===== config.mk =====
export PLATFORM = sky130hd
export DESIGN_NAME = df_digit_serial_adder
export DESIGN_NICKNAME = d
export VERILOG_FILES = /design/src/rtl/df_pkg.sv /design/src/rtl/df_digit_adder.sv /design/src/rtl/df_digit_serial_adder.sv
export SDC_FILE = /design/constraint.sdc
export NUM_CORES = 1
export LEC_CHECK = 0
export BUFFER_PORTS_ARGS = -buffer_cell sky130_fd_sc_hd__buf_2
export CAP_MARGIN = 20
export CORE_MARGIN = 2
export CORE_UTILIZATION = 48
export CTS_CLUSTER_DIAMETER = 60
export CTS_CLUSTER_SIZE = 28
export DETAILED_ROUTE_END_ITERATION = 16
export PLACE_DENSITY = 0.71
export SLEW_MARGIN = 20
export SYNTH_ARGS = -nofsm -noshare
export SYNTH_HDL_FRONTEND = slang
export SYNTH_HIERARCHICAL = 1
export SYNTH_SLANG_ARGS = --single-unit

===== constraint.sdc =====
create_clock -name clk -period 6 [get_ports clk]
set_input_delay 0.3 -clock clk [delete_from_list [all_inputs] [get_ports clk]]
set_output_delay 0.3 -clock clk [all_outputs]
set_load 0.02 [all_outputs]

===== src/rtl/df_pkg.sv =====
// Shared types and helpers for the digital-filter digit-serial arithmetic blocks.
package df_pkg;

  typedef enum logic {
    DF_IDLE = 1'b0,
    DF_RUN  = 1'b1
  } df_state_e;

  // Counter width for n states; never narrower than one bit so N=1 still has a register.
  function automatic int df_cnt_w(input int n);
    return (n <= 1) ? 1 : $clog2(n);
  endfunction

endpackage


===== src/rtl/df_digit_adder.sv =====
// DIGIT-bit combinational ripple adder slice; exposes the carry into its top bit for overflow.
module df_digit_adder #(
  parameter int DIGIT = 4
) (
  input  logic [DIGIT-1:0] a,
  input  logic [DIGIT-1:0] b,
  input  logic             ci,
  output logic [DIGIT-1:0] s,
  output logic             co,
  output logic             c_msb
);

  logic [DIGIT:0] c;

  always_comb begin
    s    = '0;
    c    = '0;
    c[0] = ci;
    for (int i = 0; i < DIGIT; i++) begin
      s[i]   = a[i] ^ b[i] ^ c[i];
      c[i+1] = (a[i] & b[i]) | (c[i] & (a[i] ^ b[i]));
    end
  end

  assign co    = c[DIGIT];
  assign c_msb = c[DIGIT-1];

endmodule


===== src/rtl/df_digit_serial_adder.sv =====
// Digit-serial add/subtract: LSB digit first, one DIGIT slice per clock, carry held between digits.
module df_digit_serial_adder
  import df_pkg::*;
#(
  parameter int WIDTH = 16,
  parameter int DIGIT = 4
) (
  input  logic             clk,
  input  logic             rst,
  input  logic             start,
  input  logic             sub,
  input  logic [WIDTH-1:0] a,
  input  logic [WIDTH-1:0] b,
  output logic             busy,
  output logic             done,
  output logic [WIDTH-1:0] s,
  output logic             co,
  output logic             ovf
);

  localparam int N  = WIDTH / DIGIT;
  localparam int CW = df_cnt_w(N);

  df_state_e        state, state_nx;
  logic [WIDTH-1:0] a_sr, b_sr, a_nx, b_nx, r_nx;
  logic [CW-1:0]    cnt;
  logic             carry, load, last;
  logic [DIGIT-1:0] dsum;
  logic             dco, dmsb;

  always_ff @(posedge clk) begin
    if (rst) state <= DF_IDLE;
    else     state <= state_nx;
  end

  always_comb begin
    state_nx = state;
    case (state)
      DF_IDLE: if (start) state_nx = DF_RUN;
      DF_RUN:  if (cnt == CW'(N - 1)) state_nx = DF_IDLE;
      default: state_nx = DF_IDLE;
    endcase
  end

  always_comb begin
    busy = (state == DF_RUN);
    load = (state == DF_IDLE) && start;
    last = (state == DF_RUN) && (cnt == CW'(N - 1));
  end

  df_digit_adder #(.DIGIT(DIGIT)) u_dig (
    .a     (a_sr[DIGIT-1:0]),
    .b     (b_sr[DIGIT-1:0]),
    .ci    (carry),
    .s     (dsum),
    .co    (dco),
    .c_msb (dmsb)
  );

  generate
    if (N == 1) begin : g_single
      assign a_nx = a_sr;
      assign b_nx = b_sr;
      assign r_nx = dsum;
    end else begin : g_multi
      // Partial result fills from the top; the final digit completes it in r_nx.
      logic [WIDTH-DIGIT-1:0] r_sr;
      assign a_nx = {{DIGIT{1'b0}}, a_sr[WIDTH-1:DIGIT]};
      assign b_nx = {{DIGIT{1'b0}}, b_sr[WIDTH-1:DIGIT]};
      assign r_nx = {dsum, r_sr};
      always_ff @(posedge clk) begin
        if (rst)       r_sr <= '0;
        else if (busy) r_sr <= r_nx[WIDTH-1:DIGIT];
      end
    end
  endgenerate

  always_ff @(posedge clk) begin
    if (rst) begin
      a_sr  <= '0;
      b_sr  <= '0;
      carry <= 1'b0;
      cnt   <= '0;
      done  <= 1'b0;
      s     <= '0;
      co    <= 1'b0;
      ovf   <= 1'b0;
    end else begin
      done <= last;
      if (load) begin
        // Subtraction as a + ~b + 1: invert B once, seed the carry with 1.
        a_sr  <= a;
        b_sr  <= b ^ {WIDTH{sub}};
        carry <= sub;
        cnt   <= '0;
      end else if (busy) begin
        a_sr  <= a_nx;
        b_sr  <= b_nx;
        carry <= dco;
        cnt   <= cnt + CW'(1);
      end
      if (last) begin
        s   <= r_nx;
        co  <= dco;
        ovf <= dmsb ^ dco;
      end
    end
  end

endmodule


==> results.json <==
{
  "leak_nw": 1.42,
  "max_freq_mhz": 457,
  "clock_tree.root_cell": "sky130_fd_sc_hd__clkbuf_8",
  "postSynthAreaPerCell_um2": 11.1,
  "slew_violations": 0,
  "slew_headroom_pct": 41.8,
  "coreArea_um2": 5960,
  "dpl.cell_count": 373,
  "die_area_um2": 6820,
  "worst-endpoint-arrival_ns": 2.40,
  "layout.nets": 350,
  "vias_after_detailed_routing": 2016,
  "route.antenna.remaining_nets": 0,
  "maxCapViolCount": 0,
  "peakVddDrop_uv": 173,
  "grt_max_degree": 61,
  "timing.critical_path.required_ns": 6.21,
  "gr-usage-all-layers_pct": 16.9,
  "antenna_cells": 0,
  "detail_route.wirelength_um": 5350,
  "placement.io_buffers": 55,
  "final.period_utilization_pct": 36.5,
  "vert_die_dim_um": 82.6,
  "min_path_type": "input port to flip-flop",
  "drt_first_pass_iters": 4,
  "synth-seq-cells": 67,
  "cts_sinks": 67,
  "final_period_minus_worst_setup_slack_ns": 2.19,
  "layout.cells.most_common_list": "sky130_fd_sc_hd__dfxtp_1 (66), sky130_fd_sc_hd__buf_2 (55), sky130_fd_sc_hd__mux2i_1 (29)",
  "start_util_pct": 49.8,
  "detail_route.vias_per_cell": 5.18,
  "initialDrtViolationCount": 78,
  "grt_first_pass_wirelength_um": 8590,
  "mappedNetlistNets": 307,
  "cts.repair_timing.setup_buffer_count": 0,
  "outcome": "completed",
  "drive_gt1_share_pct": 28.3,
  "clockBufferDepth": 2,
  "antenna_found_initial": 0,
  "cts_made_buffers": 9,
  "peak_fanout_along_the_critical_path": 2,
  "synth_warnings": 6,
  "timing.critical_path.from_type": "flip-flop",
  "global_placement_routability_congestion": 0.715,
  "clk_latency_ns": 0.34,
  "cts_tree": "built",
  "n_fill_cell": 545,
  "power.density_cell_area_nw_per_um2": 296,
  "finalHoldViolCount": 0,
  "postSynthCellCount": 266,
  "final_cell_count_without_fillers": 389,
  "worst_setup_path_end_kind": "flip-flop",
  "io_pins": 56,
  "cts_repair_resized_insts": 0,
  "grt_pass1_vias": 1812,
  "rsz_0062_raised_after_global_routing": "no",
  "clock-skew-final_ns": 0.00783,
  "final-setup-viol-count": 0,
  "grt_overflow": 0,
  "cts.reportedPaths.clkPinSlew_ns": 0.08,
  "holdBufCountCts": 0,
  "worst-slew-pin-transition_ns": 0.873,
  "worst_hold_slack_ns": 0.197,
  "row_count": 28,
  "worst-setup-path-type": "flip-flop to flip-flop",
  "synth-seq-area-share_pct": 45.2,
  "route.detailed.drc": 0,
  "layout.cells.most_common": "sky130_fd_sc_hd__dfxtp_1",
  "die_w_um": 82.6,
  "synthDistinctLibCells": 30,
  "flow.area_growth_from_synthesis_pct": 14.3,
  "fin_setup_tns_ns": 0,
  "hpwlAfterDp_um": 3430,
  "syn_area_um2": 2970,
  "htreeDepth": 3,
  "wire_per_inst_um": 13.7
}
logic make-up after synthesis:
logic type	after synthesis	synth area share [%]
AOI/OAI and AO/OA	51	16.9
DFF	67	45.2
buffers and inverters	33	7.26
xor gates and xnor gates	17	5.02
muxes	29	9.79
adders and majority gates	5	3.12
and+or+nand+nor	64	12.7
sequential cells by signal, summed over array words and instances, names as in the netlist:
| signal | count |
|---|---|
| a_sr | 16 |
| b_sr | 16 |
| s | 16 |
| g_multi.r_sr | 12 |
| cnt | 2 |
| busy | 1 |
| carry | 1 |
| co | 1 |
| done | 1 |
| ovf | 1 |
synth_stat cells, drive strengths merged:
| cell type | number | share of area [%] |
|---|---|---|
| nand2 | 13 | 1.6 |
| nor2b | 13 | 2.7 |
| a211oi | 17 | 4.8 |
| or3b | 3 | 0.97 |
| dfxtp | 67 | 45 |
| ha | 1 | 0.42 |
| buf | 21 | 5.7 |
| a22o | 18 | 5.3 |
| inv | 9 | 1.1 |
| or2 | 1 | 0.21 |
| fa | 4 | 2.7 |
| nor2 | 20 | 2.5 |
| xnor2 | 16 | 4.7 |
| clkbuf | 3 | 0.38 |
| o221ai | 12 | 5.7 |
| mux2i | 29 | 9.8 |
| a21oi | 3 | 0.89 |
| and3b | 1 | 0.30 |
| nand2b | 1 | 0.21 |
| or4b | 12 | 4.1 |
| o21a | 1 | 0.25 |
| xor2 | 1 | 0.30 |
worst max-delay path: stages (launching register included):
cell and delay [ns]:
sky130_fd_sc_hd__dfxtp_1 0.37, sky130_fd_sc_hd__fa_1 0.19, sky130_fd_sc_hd__inv_1 0.05, sky130_fd_sc_hd__fa_1 0.37, sky130_fd_sc_hd__fa_1 0.36, sky130_fd_sc_hd__inv_1 0.10
sky130_fd_sc_hd__fa_1 0.44, sky130_fd_sc_hd__mux2i_1 0.14, sky130_fd_sc_hd__nor2_1 0.05
metrics by stage:
stage	util, %	power, mW	cell area [µm²]	setup slack, ns
6_report	56.9	1.00	3390	3.81
5_1_grt	56.9	1.05	3390	3.69
4_1_cts	56.8	1.02	3390	3.79
3_5_place_dp	53.1	0.599	3160	3.80
3_3_place_gp	53.1	0.597	3160	3.86
2_1_floorplan	-	0.576	2970	3.91
routing by layer:
layer  GRT usage (%)  vias up  part of all wire, %
met5               0        -                    0
met4            8.85        0                  1.8
met3            3.48        9                  3.6
met2            26.3       42                   48
met1            22.2      929                   46
li1                -     1036                    -
where the power goes:
group / leakage (nW) / switching (mW) / total (mW) / internal [mW]
Clock: 0.114 / 0.179 / 0.417 / 0.237
Combinational: 0.757 / 0.0507 / 0.0997 / 0.0490
Sequential: 0.548 / 0.0204 / 0.487 / 0.467
path summary, 6_finish.rpt:
check	slack, ns	cells after the start	endpoint	start
setup / recovery	3.81	8	g_multi.r_sr[11]	a_sr[0]
hold / removal	0.20	3	a_sr[15]	a[15]
setup reg to reg	3.81	8	g_multi.r_sr[11]	a_sr[0]
hold reg to reg	0.47	1	s[0]	g_multi.r_sr[0]
layout make-up:
| cell class | instances | area [µm²] | area share, % |
|---|---|---|---|
| clock buffer | 9 | 124 | 3.66 |
| clock inverter | 7 | 100 | 2.95 |
| inverter | 9 | 33.8 | 0.997 |
| multi-input combinational | 166 | 1410 | 41.6 |
| sequential | 67 | 1350 | 39.7 |
| tap | 75 | 93.8 | 2.77 |
| timing repair buffer | 56 | 283 | 8.35 |
No activity file was read; power rests on OpenSTA's default activity.
